==> config.mk <==
export PLATFORM = sky130hd
export DESIGN_NAME = alu_rr_arbiter_flat
export DESIGN_NICKNAME = d
export VERILOG_FILES = /design/src/rtl/alu_rr_arbiter_pkg.sv /design/src/rtl/alu_rr_arbiter_if.sv /design/src/rtl/alu_rr_arbiter_alu.sv /design/src/rtl/alu_rr_arbiter_rr_grant2.sv /design/src/rtl/alu_rr_arbiter.sv /design/src/flat_wrapper.sv
export SDC_FILE = /design/constraint.sdc
export NUM_CORES = 1
export LEC_CHECK = 0
export BUFFER_PORTS_ARGS = -buffer_cell sky130_fd_sc_hd__buf_4
export CAP_MARGIN = 25
export CORE_MARGIN = 2
export CORE_UTILIZATION = 40
export DETAILED_ROUTE_END_ITERATION = 7
export SLEW_MARGIN = 10
export SYNTH_ARGS = -nofsm -noshare
export SYNTH_HDL_FRONTEND = slang
export SYNTH_HIERARCHICAL = 1
export SYNTH_SLANG_ARGS = --single-unit
==> constraint.sdc <==
create_clock -name clk -period 5.8 [get_ports clk]
set_clock_uncertainty 0.15 [all_clocks]
set_input_delay 0.58 -clock clk [delete_from_list [all_inputs] [get_ports clk]]
set_output_delay 0.58 -clock clk [all_outputs]
set_load 0.005 [all_outputs]
==> src/rtl/alu_rr_arbiter_pkg.sv <==
`default_nettype none
// ============================================================================
// Module   : alu_rr_arbiter_pkg
// Brief    : Shared constants, types and helpers for the two-port ALU arbiter.
//            Holds the funct3 op codes, the funct7 alternate-op bit and the
//            flag bit positions.
// Revision : 1.0 - initial release
// ============================================================================
package alu_rr_arbiter_pkg;

    // funct3 op-select encodings
    localparam logic [2:0] c_f3_add  = 3'b000;
    localparam logic [2:0] c_f3_sll  = 3'b001;
    localparam logic [2:0] c_f3_slt  = 3'b010;
    localparam logic [2:0] c_f3_sltu = 3'b011;
    localparam logic [2:0] c_f3_xor  = 3'b100;
    localparam logic [2:0] c_f3_sr   = 3'b101;
    localparam logic [2:0] c_f3_or   = 3'b110;
    localparam logic [2:0] c_f3_and  = 3'b111;

    // funct7 bit that selects SUB / SRA
    localparam int c_funct7_alt = 5;

    // Bit positions inside the {V,C,N,Z} flag vector
    localparam int c_flag_v = 3;
    localparam int c_flag_c = 2;
    localparam int c_flag_n = 1;
    localparam int c_flag_z = 0;

    typedef logic [3:0] flags_t;

    // The adder subtracts for the alternate op and for both compares,
    // because SLT/SLTU derive their answer from the subtraction flags.
    function automatic logic alu_uses_sub(input logic funct7_alt, input logic [2:0] funct3);
        return funct7_alt | (funct3 == c_f3_slt) | (funct3 == c_f3_sltu);
    endfunction

endpackage
`default_nettype wire

==> src/rtl/alu_rr_arbiter_if.sv <==
`default_nettype none
// ============================================================================
// Module   : alu_rr_arbiter_if
// Brief    : Request/response bundle for the two requesters sharing the ALU.
//            master = requester side, slave = arbiter side.
// Revision : 1.0 - initial release
// ============================================================================
interface alu_rr_arbiter_if #(
    parameter int TAG_W = 2
);
    import alu_rr_arbiter_pkg::*;

    // Requester 0
    logic             req0_valid;
    logic             req0_ready;
    logic [6:0]       req0_funct7;
    logic [2:0]       req0_funct3;
    logic [31:0]      req0_a;
    logic [31:0]      req0_b;
    logic [TAG_W-1:0] req0_tag;
    logic             rsp0_valid;
    logic             rsp0_ready;
    logic [31:0]      rsp0_result;
    flags_t           rsp0_flags;
    logic [TAG_W-1:0] rsp0_tag;

    // Requester 1
    logic             req1_valid;
    logic             req1_ready;
    logic [6:0]       req1_funct7;
    logic [2:0]       req1_funct3;
    logic [31:0]      req1_a;
    logic [31:0]      req1_b;
    logic [TAG_W-1:0] req1_tag;
    logic             rsp1_valid;
    logic             rsp1_ready;
    logic [31:0]      rsp1_result;
    flags_t           rsp1_flags;
    logic [TAG_W-1:0] rsp1_tag;

    modport master (
        output req0_valid, req0_funct7, req0_funct3, req0_a, req0_b, req0_tag, rsp0_ready,
        output req1_valid, req1_funct7, req1_funct3, req1_a, req1_b, req1_tag, rsp1_ready,
        input  req0_ready, rsp0_valid, rsp0_result, rsp0_flags, rsp0_tag,
        input  req1_ready, rsp1_valid, rsp1_result, rsp1_flags, rsp1_tag
    );

    modport slave (
        input  req0_valid, req0_funct7, req0_funct3, req0_a, req0_b, req0_tag, rsp0_ready,
        input  req1_valid, req1_funct7, req1_funct3, req1_a, req1_b, req1_tag, rsp1_ready,
        output req0_ready, rsp0_valid, rsp0_result, rsp0_flags, rsp0_tag,
        output req1_ready, rsp1_valid, rsp1_result, rsp1_flags, rsp1_tag
    );

endinterface
`default_nettype wire

==> src/rtl/alu_rr_arbiter_alu.sv <==
`default_nettype none
// ============================================================================
// Module   : alu_rr_arbiter_alu
// Brief    : Combinational RV32 integer ALU. Flags {V,C,N,Z} always come from
//            the adder path regardless of the selected op.
// Revision : 1.0 - initial release
// ============================================================================
module alu_rr_arbiter_alu
    import alu_rr_arbiter_pkg::*;
(
    input  wire logic [6:0]  i_funct7,
    input  wire logic [2:0]  i_funct3,
    input  wire logic [31:0] i_a,
    input  wire logic [31:0] i_b,
    output logic      [31:0] o_result,
    output flags_t           o_flags
);

    logic        w_sub;
    logic [31:0] w_b_eff;
    logic [32:0] w_sum;
    logic        w_v;
    logic        w_c;
    logic        w_n;
    logic        w_z;
    logic        w_unused_funct7;

    // Only the alternate-op bit of funct7 carries meaning here
    assign w_unused_funct7 = ^{i_funct7[6], i_funct7[4:0]};

    // Shared adder: subtraction is A + ~B + 1, so carry out means "no borrow"
    assign w_sub   = alu_uses_sub(i_funct7[c_funct7_alt], i_funct3);
    assign w_b_eff = i_b ^ {32{w_sub}};
    assign w_sum   = {1'b0, i_a} + {1'b0, w_b_eff} + {32'd0, w_sub};

    assign w_c = w_sum[32];
    assign w_n = w_sum[31];
    assign w_z = (w_sum[31:0] == 32'd0);
    assign w_v = (i_a[31] == w_b_eff[31]) & (w_sum[31] != i_a[31]);

    // Flag vector assembly
    always_comb begin
        o_flags           = '0;
        o_flags[c_flag_v] = w_v;
        o_flags[c_flag_c] = w_c;
        o_flags[c_flag_n] = w_n;
        o_flags[c_flag_z] = w_z;
    end

    // Result select by funct3
    always_comb begin
        o_result = w_sum[31:0];
        case (i_funct3)
            c_f3_add:  o_result = w_sum[31:0];
            c_f3_sll:  o_result = i_a << i_b[4:0];
            c_f3_slt:  o_result = {31'd0, w_n ^ w_v};
            c_f3_sltu: o_result = {31'd0, ~w_c};
            c_f3_xor:  o_result = i_a ^ i_b;
            c_f3_sr:   o_result = i_funct7[c_funct7_alt] ? 32'($signed(i_a) >>> i_b[4:0])
                                                         : (i_a >> i_b[4:0]);
            c_f3_or:   o_result = i_a | i_b;
            c_f3_and:  o_result = i_a & i_b;
            default:   o_result = w_sum[31:0];
        endcase
    end

endmodule
`default_nettype wire

==> src/rtl/alu_rr_arbiter_rr_grant2.sv <==
`default_nettype none
// ============================================================================
// Module   : alu_rr_arbiter_rr_grant2
// Brief    : Two-way round-robin grant. On a tie the requester that was not
//            granted last wins; otherwise the single eligible one wins.
// Revision : 1.0 - initial release
// ============================================================================
module alu_rr_arbiter_rr_grant2 (
    input  wire logic [1:0] i_elig,
    input  wire logic       i_last_grant,
    output logic            o_grant_valid,
    output logic            o_grant
);

    // Grant decision from eligibility and last-grant pointer
    always_comb begin
        o_grant_valid = |i_elig;
        o_grant       = (&i_elig) ? ~i_last_grant : i_elig[1];
    end

endmodule
`default_nettype wire

==> src/rtl/alu_rr_arbiter.sv <==
`default_nettype none
// ============================================================================
// Module   : alu_rr_arbiter
// Brief    : Shares one ALU between two valid/ready requesters. Round-robin
//            grant, combinational ALU, one registered response slot per
//            requester. One op per cycle, one cycle latency.
// Revision : 1.0 - initial release
// ============================================================================
module alu_rr_arbiter
    import alu_rr_arbiter_pkg::*;
#(
    parameter int TAG_W      = 2,
    parameter bit RESET_LAST = 1'b1
) (
    input wire logic        clk,
    input wire logic        rst,
    alu_rr_arbiter_if.slave bus
);

    logic [1:0]       w_elig;
    logic             w_grant_valid;
    logic             w_grant;
    logic             w_sel1;
    logic             w_hs0;
    logic             w_hs1;
    logic [6:0]       w_alu_funct7;
    logic [2:0]       w_alu_funct3;
    logic [31:0]      w_alu_a;
    logic [31:0]      w_alu_b;
    logic [31:0]      w_alu_result;
    flags_t           w_alu_flags;

    logic             r_last_grant;
    logic             r_rsp0_valid;
    logic [31:0]      r_rsp0_result;
    flags_t           r_rsp0_flags;
    logic [TAG_W-1:0] r_rsp0_tag;
    logic             r_rsp1_valid;
    logic [31:0]      r_rsp1_result;
    flags_t           r_rsp1_flags;
    logic [TAG_W-1:0] r_rsp1_tag;

    // A slot being drained this cycle counts as free, so back-to-back ops
    // into the same slot never bubble.
    assign w_elig[0] = bus.req0_valid & (~r_rsp0_valid | bus.rsp0_ready);
    assign w_elig[1] = bus.req1_valid & (~r_rsp1_valid | bus.rsp1_ready);

    alu_rr_arbiter_rr_grant2 u_grant (
        .i_elig        (w_elig),
        .i_last_grant  (r_last_grant),
        .o_grant_valid (w_grant_valid),
        .o_grant       (w_grant)
    );

    assign bus.req0_ready = w_grant_valid & ~w_grant;
    assign bus.req1_ready = w_grant_valid &  w_grant;

    assign w_hs0 = bus.req0_valid & bus.req0_ready;
    assign w_hs1 = bus.req1_valid & bus.req1_ready;

    // Operand mux; defaults to requester 0 when idle (result discarded)
    assign w_sel1       = w_grant_valid & w_grant;
    assign w_alu_funct7 = w_sel1 ? bus.req1_funct7 : bus.req0_funct7;
    assign w_alu_funct3 = w_sel1 ? bus.req1_funct3 : bus.req0_funct3;
    assign w_alu_a      = w_sel1 ? bus.req1_a      : bus.req0_a;
    assign w_alu_b      = w_sel1 ? bus.req1_b      : bus.req0_b;

    alu_rr_arbiter_alu u_alu (
        .i_funct7 (w_alu_funct7),
        .i_funct3 (w_alu_funct3),
        .i_a      (w_alu_a),
        .i_b      (w_alu_b),
        .o_result (w_alu_result),
        .o_flags  (w_alu_flags)
    );

    // Round-robin pointer follows every grant
    always_ff @(posedge clk or posedge rst) begin
        if (rst) begin
            r_last_grant <= RESET_LAST;
        end else if (w_grant_valid) begin
            r_last_grant <= w_grant;
        end
    end

    // Response slot 0: refill wins over drain, data held otherwise
    always_ff @(posedge clk or posedge rst) begin
        if (rst) begin
            r_rsp0_valid  <= 1'b0;
            r_rsp0_result <= '0;
            r_rsp0_flags  <= '0;
            r_rsp0_tag    <= '0;
        end else if (w_hs0) begin
            r_rsp0_valid  <= 1'b1;
            r_rsp0_result <= w_alu_result;
            r_rsp0_flags  <= w_alu_flags;
            r_rsp0_tag    <= bus.req0_tag;
        end else if (bus.rsp0_ready) begin
            r_rsp0_valid  <= 1'b0;
        end
    end

    // Response slot 1: refill wins over drain, data held otherwise
    always_ff @(posedge clk or posedge rst) begin
        if (rst) begin
            r_rsp1_valid  <= 1'b0;
            r_rsp1_result <= '0;
            r_rsp1_flags  <= '0;
            r_rsp1_tag    <= '0;
        end else if (w_hs1) begin
            r_rsp1_valid  <= 1'b1;
            r_rsp1_result <= w_alu_result;
            r_rsp1_flags  <= w_alu_flags;
            r_rsp1_tag    <= bus.req1_tag;
        end else if (bus.rsp1_ready) begin
            r_rsp1_valid  <= 1'b0;
        end
    end

    assign bus.rsp0_valid  = r_rsp0_valid;
    assign bus.rsp0_result = r_rsp0_result;
    assign bus.rsp0_flags  = r_rsp0_flags;
    assign bus.rsp0_tag    = r_rsp0_tag;
    assign bus.rsp1_valid  = r_rsp1_valid;
    assign bus.rsp1_result = r_rsp1_result;
    assign bus.rsp1_flags  = r_rsp1_flags;
    assign bus.rsp1_tag    = r_rsp1_tag;

endmodule
`default_nettype wire

==> src/flat_wrapper.sv <==
// flat-port wrapper written by rule: the top's interface ports become plain ports
module alu_rr_arbiter_flat import alu_rr_arbiter_pkg::*;
#(
    parameter int TAG_W      = 2,
    parameter bit RESET_LAST = 1'b1
)
  (clk, rst, bus_req0_valid, bus_req0_funct7, bus_req0_funct3, bus_req0_a, bus_req0_b, bus_req0_tag, bus_rsp0_ready, bus_req1_valid, bus_req1_funct7, bus_req1_funct3, bus_req1_a, bus_req1_b, bus_req1_tag, bus_rsp1_ready, bus_req0_ready, bus_rsp0_valid, bus_rsp0_result, bus_rsp0_flags, bus_rsp0_tag, bus_req1_ready, bus_rsp1_valid, bus_rsp1_result, bus_rsp1_flags, bus_rsp1_tag);
  alu_rr_arbiter_if #(.TAG_W(TAG_W)) bus_i ();
  input wire logic clk;
  input wire logic rst;
  input wire logic [$bits(bus_i.req0_valid)-1:0] bus_req0_valid;
  input wire logic [$bits(bus_i.req0_funct7)-1:0] bus_req0_funct7;
  input wire logic [$bits(bus_i.req0_funct3)-1:0] bus_req0_funct3;
  input wire logic [$bits(bus_i.req0_a)-1:0] bus_req0_a;
  input wire logic [$bits(bus_i.req0_b)-1:0] bus_req0_b;
  input wire logic [$bits(bus_i.req0_tag)-1:0] bus_req0_tag;
  input wire logic [$bits(bus_i.rsp0_ready)-1:0] bus_rsp0_ready;
  input wire logic [$bits(bus_i.req1_valid)-1:0] bus_req1_valid;
  input wire logic [$bits(bus_i.req1_funct7)-1:0] bus_req1_funct7;
  input wire logic [$bits(bus_i.req1_funct3)-1:0] bus_req1_funct3;
  input wire logic [$bits(bus_i.req1_a)-1:0] bus_req1_a;
  input wire logic [$bits(bus_i.req1_b)-1:0] bus_req1_b;
  input wire logic [$bits(bus_i.req1_tag)-1:0] bus_req1_tag;
  input wire logic [$bits(bus_i.rsp1_ready)-1:0] bus_rsp1_ready;
  output wire logic [$bits(bus_i.req0_ready)-1:0] bus_req0_ready;
  output wire logic [$bits(bus_i.rsp0_valid)-1:0] bus_rsp0_valid;
  output wire logic [$bits(bus_i.rsp0_result)-1:0] bus_rsp0_result;
  output wire logic [$bits(bus_i.rsp0_flags)-1:0] bus_rsp0_flags;
  output wire logic [$bits(bus_i.rsp0_tag)-1:0] bus_rsp0_tag;
  output wire logic [$bits(bus_i.req1_ready)-1:0] bus_req1_ready;
  output wire logic [$bits(bus_i.rsp1_valid)-1:0] bus_rsp1_valid;
  output wire logic [$bits(bus_i.rsp1_result)-1:0] bus_rsp1_result;
  output wire logic [$bits(bus_i.rsp1_flags)-1:0] bus_rsp1_flags;
  output wire logic [$bits(bus_i.rsp1_tag)-1:0] bus_rsp1_tag;
  assign bus_i.req0_valid = bus_req0_valid;
  assign bus_i.req0_funct7 = bus_req0_funct7;
  assign bus_i.req0_funct3 = bus_req0_funct3;
  assign bus_i.req0_a = bus_req0_a;
  assign bus_i.req0_b = bus_req0_b;
  assign bus_i.req0_tag = bus_req0_tag;
  assign bus_i.rsp0_ready = bus_rsp0_ready;
  assign bus_i.req1_valid = bus_req1_valid;
  assign bus_i.req1_funct7 = bus_req1_funct7;
  assign bus_i.req1_funct3 = bus_req1_funct3;
  assign bus_i.req1_a = bus_req1_a;
  assign bus_i.req1_b = bus_req1_b;
  assign bus_i.req1_tag = bus_req1_tag;
  assign bus_i.rsp1_ready = bus_rsp1_ready;
  assign bus_req0_ready = bus_i.req0_ready;
  assign bus_rsp0_valid = bus_i.rsp0_valid;
  assign bus_rsp0_result = bus_i.rsp0_result;
  assign bus_rsp0_flags = bus_i.rsp0_flags;
  assign bus_rsp0_tag = bus_i.rsp0_tag;
  assign bus_req1_ready = bus_i.req1_ready;
  assign bus_rsp1_valid = bus_i.rsp1_valid;
  assign bus_rsp1_result = bus_i.rsp1_result;
  assign bus_rsp1_flags = bus_i.rsp1_flags;
  assign bus_rsp1_tag = bus_i.rsp1_tag;
  alu_rr_arbiter #(.TAG_W(TAG_W), .RESET_LAST(RESET_LAST)) u_core (.clk(clk), .rst(rst), .bus(bus_i));
endmodule
==> results.cfg <==
[worst_setup_path]
crit_fanout = 28
critical_path.n_buffers_inverters = 3
worstSetupStartpointType = input pin
crit_slowest_cell = sky130_fd_sc_hd__mux2_2
path_cells = buf_4 -> nand2b_1 -> and2_1 -> or2_1 -> nand2_4 -> mux2_2 -> nor2b_1 -> buf_4 -> nor2_4 -> buf_12 -> xnor2_1 -> ha_1 -> a21o_1 -> or3_1 -> o21a_1 -> o21bai_2 -> o21ai_1 -> a221oi_1 -> xor2_1 -> o2111ai_1 -> nor4b_2 -> mux2_2
critical-path-top-delay-family = simple AND/OR/NAND/NOR gates
cp.required_ns = 5.93
critical_path.endpoint_type = flip-flop
worst_r2r_endpoint = u_core/bus.rsp1_flags[0]$_DFFE_PP0P_
crit_path_from = bus_rsp1_ready
timing.critical_path.depth = 22
worst_r2r_path_depth = 21
timing.critical_path.to = u_core/bus.rsp1_flags[0]$_DFFE_PP0P_
crit_path_max_incr_delay_ns = 0.36
crit-reg2reg-launch = u_core/bus.rsp1_valid$_DFFE_PP0P_
regToRegSetupSlack_ns = 0.47
criticalPathCategory = input pin to flip-flop
worstPathArrival_ns = 5.50

[clocking]
post_cts_repair_timing_setup_buffer_count = 0
clock_transition_at_path_regs_ns = 0.06
post_cts.resized_instances = 0
clock_tree.htree_level_count = 3
cts_inserted_buffers = 9
clock_sink_count = 79
clock_path_buffers = 2
cts_root_buf = sky130_fd_sc_hd__clkbuf_16
clk_latency_ns = 0.34
tritoncts = done
cts_hold_buf = 0

[power]
power-per-cell-area_nw_per_um2 = 319.8
worst_ir_drop_vdd_v = 0.0001686
static-leakage-power_uw = 0.006499
report.power.total_uw = 4526

[drt]
post_detailed_route_via_to_cell_ratio = 5.930
dr.first_iter.drc_count = 1295
route.antenna.remaining_nets = 0
count_of_unresolved_drc_violations_after_routing = 0
drt_wl_total_um = 44920
routedWlPerCell_um = 22.57
vias = 11801
detailedRoute.firstPassIterationCount = 7

[floorplanning]
core_area_um2 = 27780
die_footprint_um2 = 29520
die_x_um = 171.8
fp-row-count = 61
floorplan.initialDensity = 0.4055
top_level_ports = 238
die-height_um = 171.8

[synthesis]
postSynthNetCount = 1625
synthesis.instances = 1369
syn_area_um2 = 11260
syn_area_per_cell_um2 = 8.228
yosys_warnings = 6

[sta]
maxClockFrequency_mhz = 186.0
grt_setup_unrepaired = no
final_hold_fails = 0
timing.final.setup_violations = 0
worst-slew-pin-transition_ns = 0.9070
max_transition_viols_final = 0
fin_crit_ns = 5.377
final.period_utilization = 0.9270
max-slew-margin-rel = 0.3935
total_negative_slack_ns = 0
worst_slack_setup_final_ns = 0.4235

[global_routing]
grt_pass1_vias = 10927
fraction_of_met1_tracks_used_by_global_routing = 0.4063
grt_max_degree = 80
grt_util_met2 = 0.4917
grt.total_usage = 0.3007
wire_length_of_the_first_global_routing_pass_um = 66840
globalRoute.busiestLayer = met2
grt.met3_usage = 0.03843
grt_antenna_before_repair = 0
globalRouteOverflowTotal = 0

[placed_design]
detailed_place_hpwl_um = 36010
port_buffers = 225
preCtsSetupSlack_ns = 0.1327
gp_congestion = 1.023

[cells_and_area]
final_net_count = 1863
layout.cells.most_common_list = sky130_fd_sc_hd__buf_4 (321), sky130_fd_sc_hd__nor2_1 (174), sky130_fd_sc_hd__mux2_2 (146)
post_route_cells_drive_above_1_share = 0.3356
layout-area-overhead-vs-synth_pct = 25.64
antennaDiodeCount = 0
layout.cells.most_common = sky130_fd_sc_hd__buf_4
fin_util = 0.5094

[min_path]
timing.hold.worst.class = input pin to async pin

[run_status]
status = complete, no violations

[flow_run]
maxCapViolCount = 0
## power by group
part	total (uW)	leakage (uW)	switching, uW	internal, uW
clock	607	0.000156	229	377
combinational	3010	0.00535	1630	1380
sequential	907	0.000992	124	784
total	4530	0.00650	1980	2540
## state kept, by name (all words and copies together), names as in the netlist
name and cells:
u_core/r_last_grant 1, u_core/bus.rsp1_flags 4, u_core/bus.rsp1_valid 1, u_core/bus.rsp0_valid 1, u_core/bus.rsp1_result 32, u_core/bus.rsp0_flags 4, u_core/bus.rsp0_tag 2, u_core/bus.rsp0_result 32
u_core/bus.rsp1_tag 2
## routing by layer
layer,vias to the layer above,part of all wire
met5,-,0
met4,0,0.044
met3,92,0.078
li1,5468,-
met2,626,0.46
met1,5615,0.42
## worst register-to-register path: cells and delay by family (launching register included)
family          cells  cell delay (ns)
compound gates      7             1.82
simple gates        7             1.33
mux                 2             0.51
xor+xnor            2             0.41
flops               1             0.38
buf+inv             2             0.36
fa+ha+maj           1             0.31
## worst min path at each step
stage                                          startpoint                                endpoint  cells after the start
after global routing                                  rst  u_core/bus.rsp0_result[13]$_DFFE_PP0P_                      3
final                                                 rst   u_core/bus.rsp1_result[2]$_DFFE_PP0P_                      3
after global placement    u_core/r_last_grant$_DFFE_PP1P_         u_core/r_last_grant$_DFFE_PP1P_                      2
after detailed placement  u_core/r_last_grant$_DFFE_PP1P_         u_core/r_last_grant$_DFFE_PP1P_                      2
after floorplan           u_core/r_last_grant$_DFFE_PP1P_         u_core/r_last_grant$_DFFE_PP1P_                      2
after CTS                                 bus_req1_tag[1]      u_core/bus.rsp1_tag[1]$_DFFE_PP0P_                      2
## layout make-up
class	instances	area, um^2
Tap cell	378	473.0
Timing Repair Buffer	326	2525
Fill cell	2758	13630
Clock inverter	7	95.09
Inverter	77	290.3
Clock buffer	9	225.2
Multi-Input combinational cell	1114	8566
Sequential cell	79	1978
## stage by stage
| step | hold slack, ns | cell area, um^2 | instances |
|---|---|---|---|
| floorplan | 0.2983 | 11270 | 1369 |
| global placement | 0.3089 | 13780 | 1972 |
| detailed placement | 0.3242 | 13800 | 1973 |
| CTS | 0.3085 | 14120 | 1989 |
| global route | 0.1185 | 14150 | 1990 |
| finish | 0.1026 | 14150 | 1990 |
No activity file was read; power rests on OpenSTA's default activity.
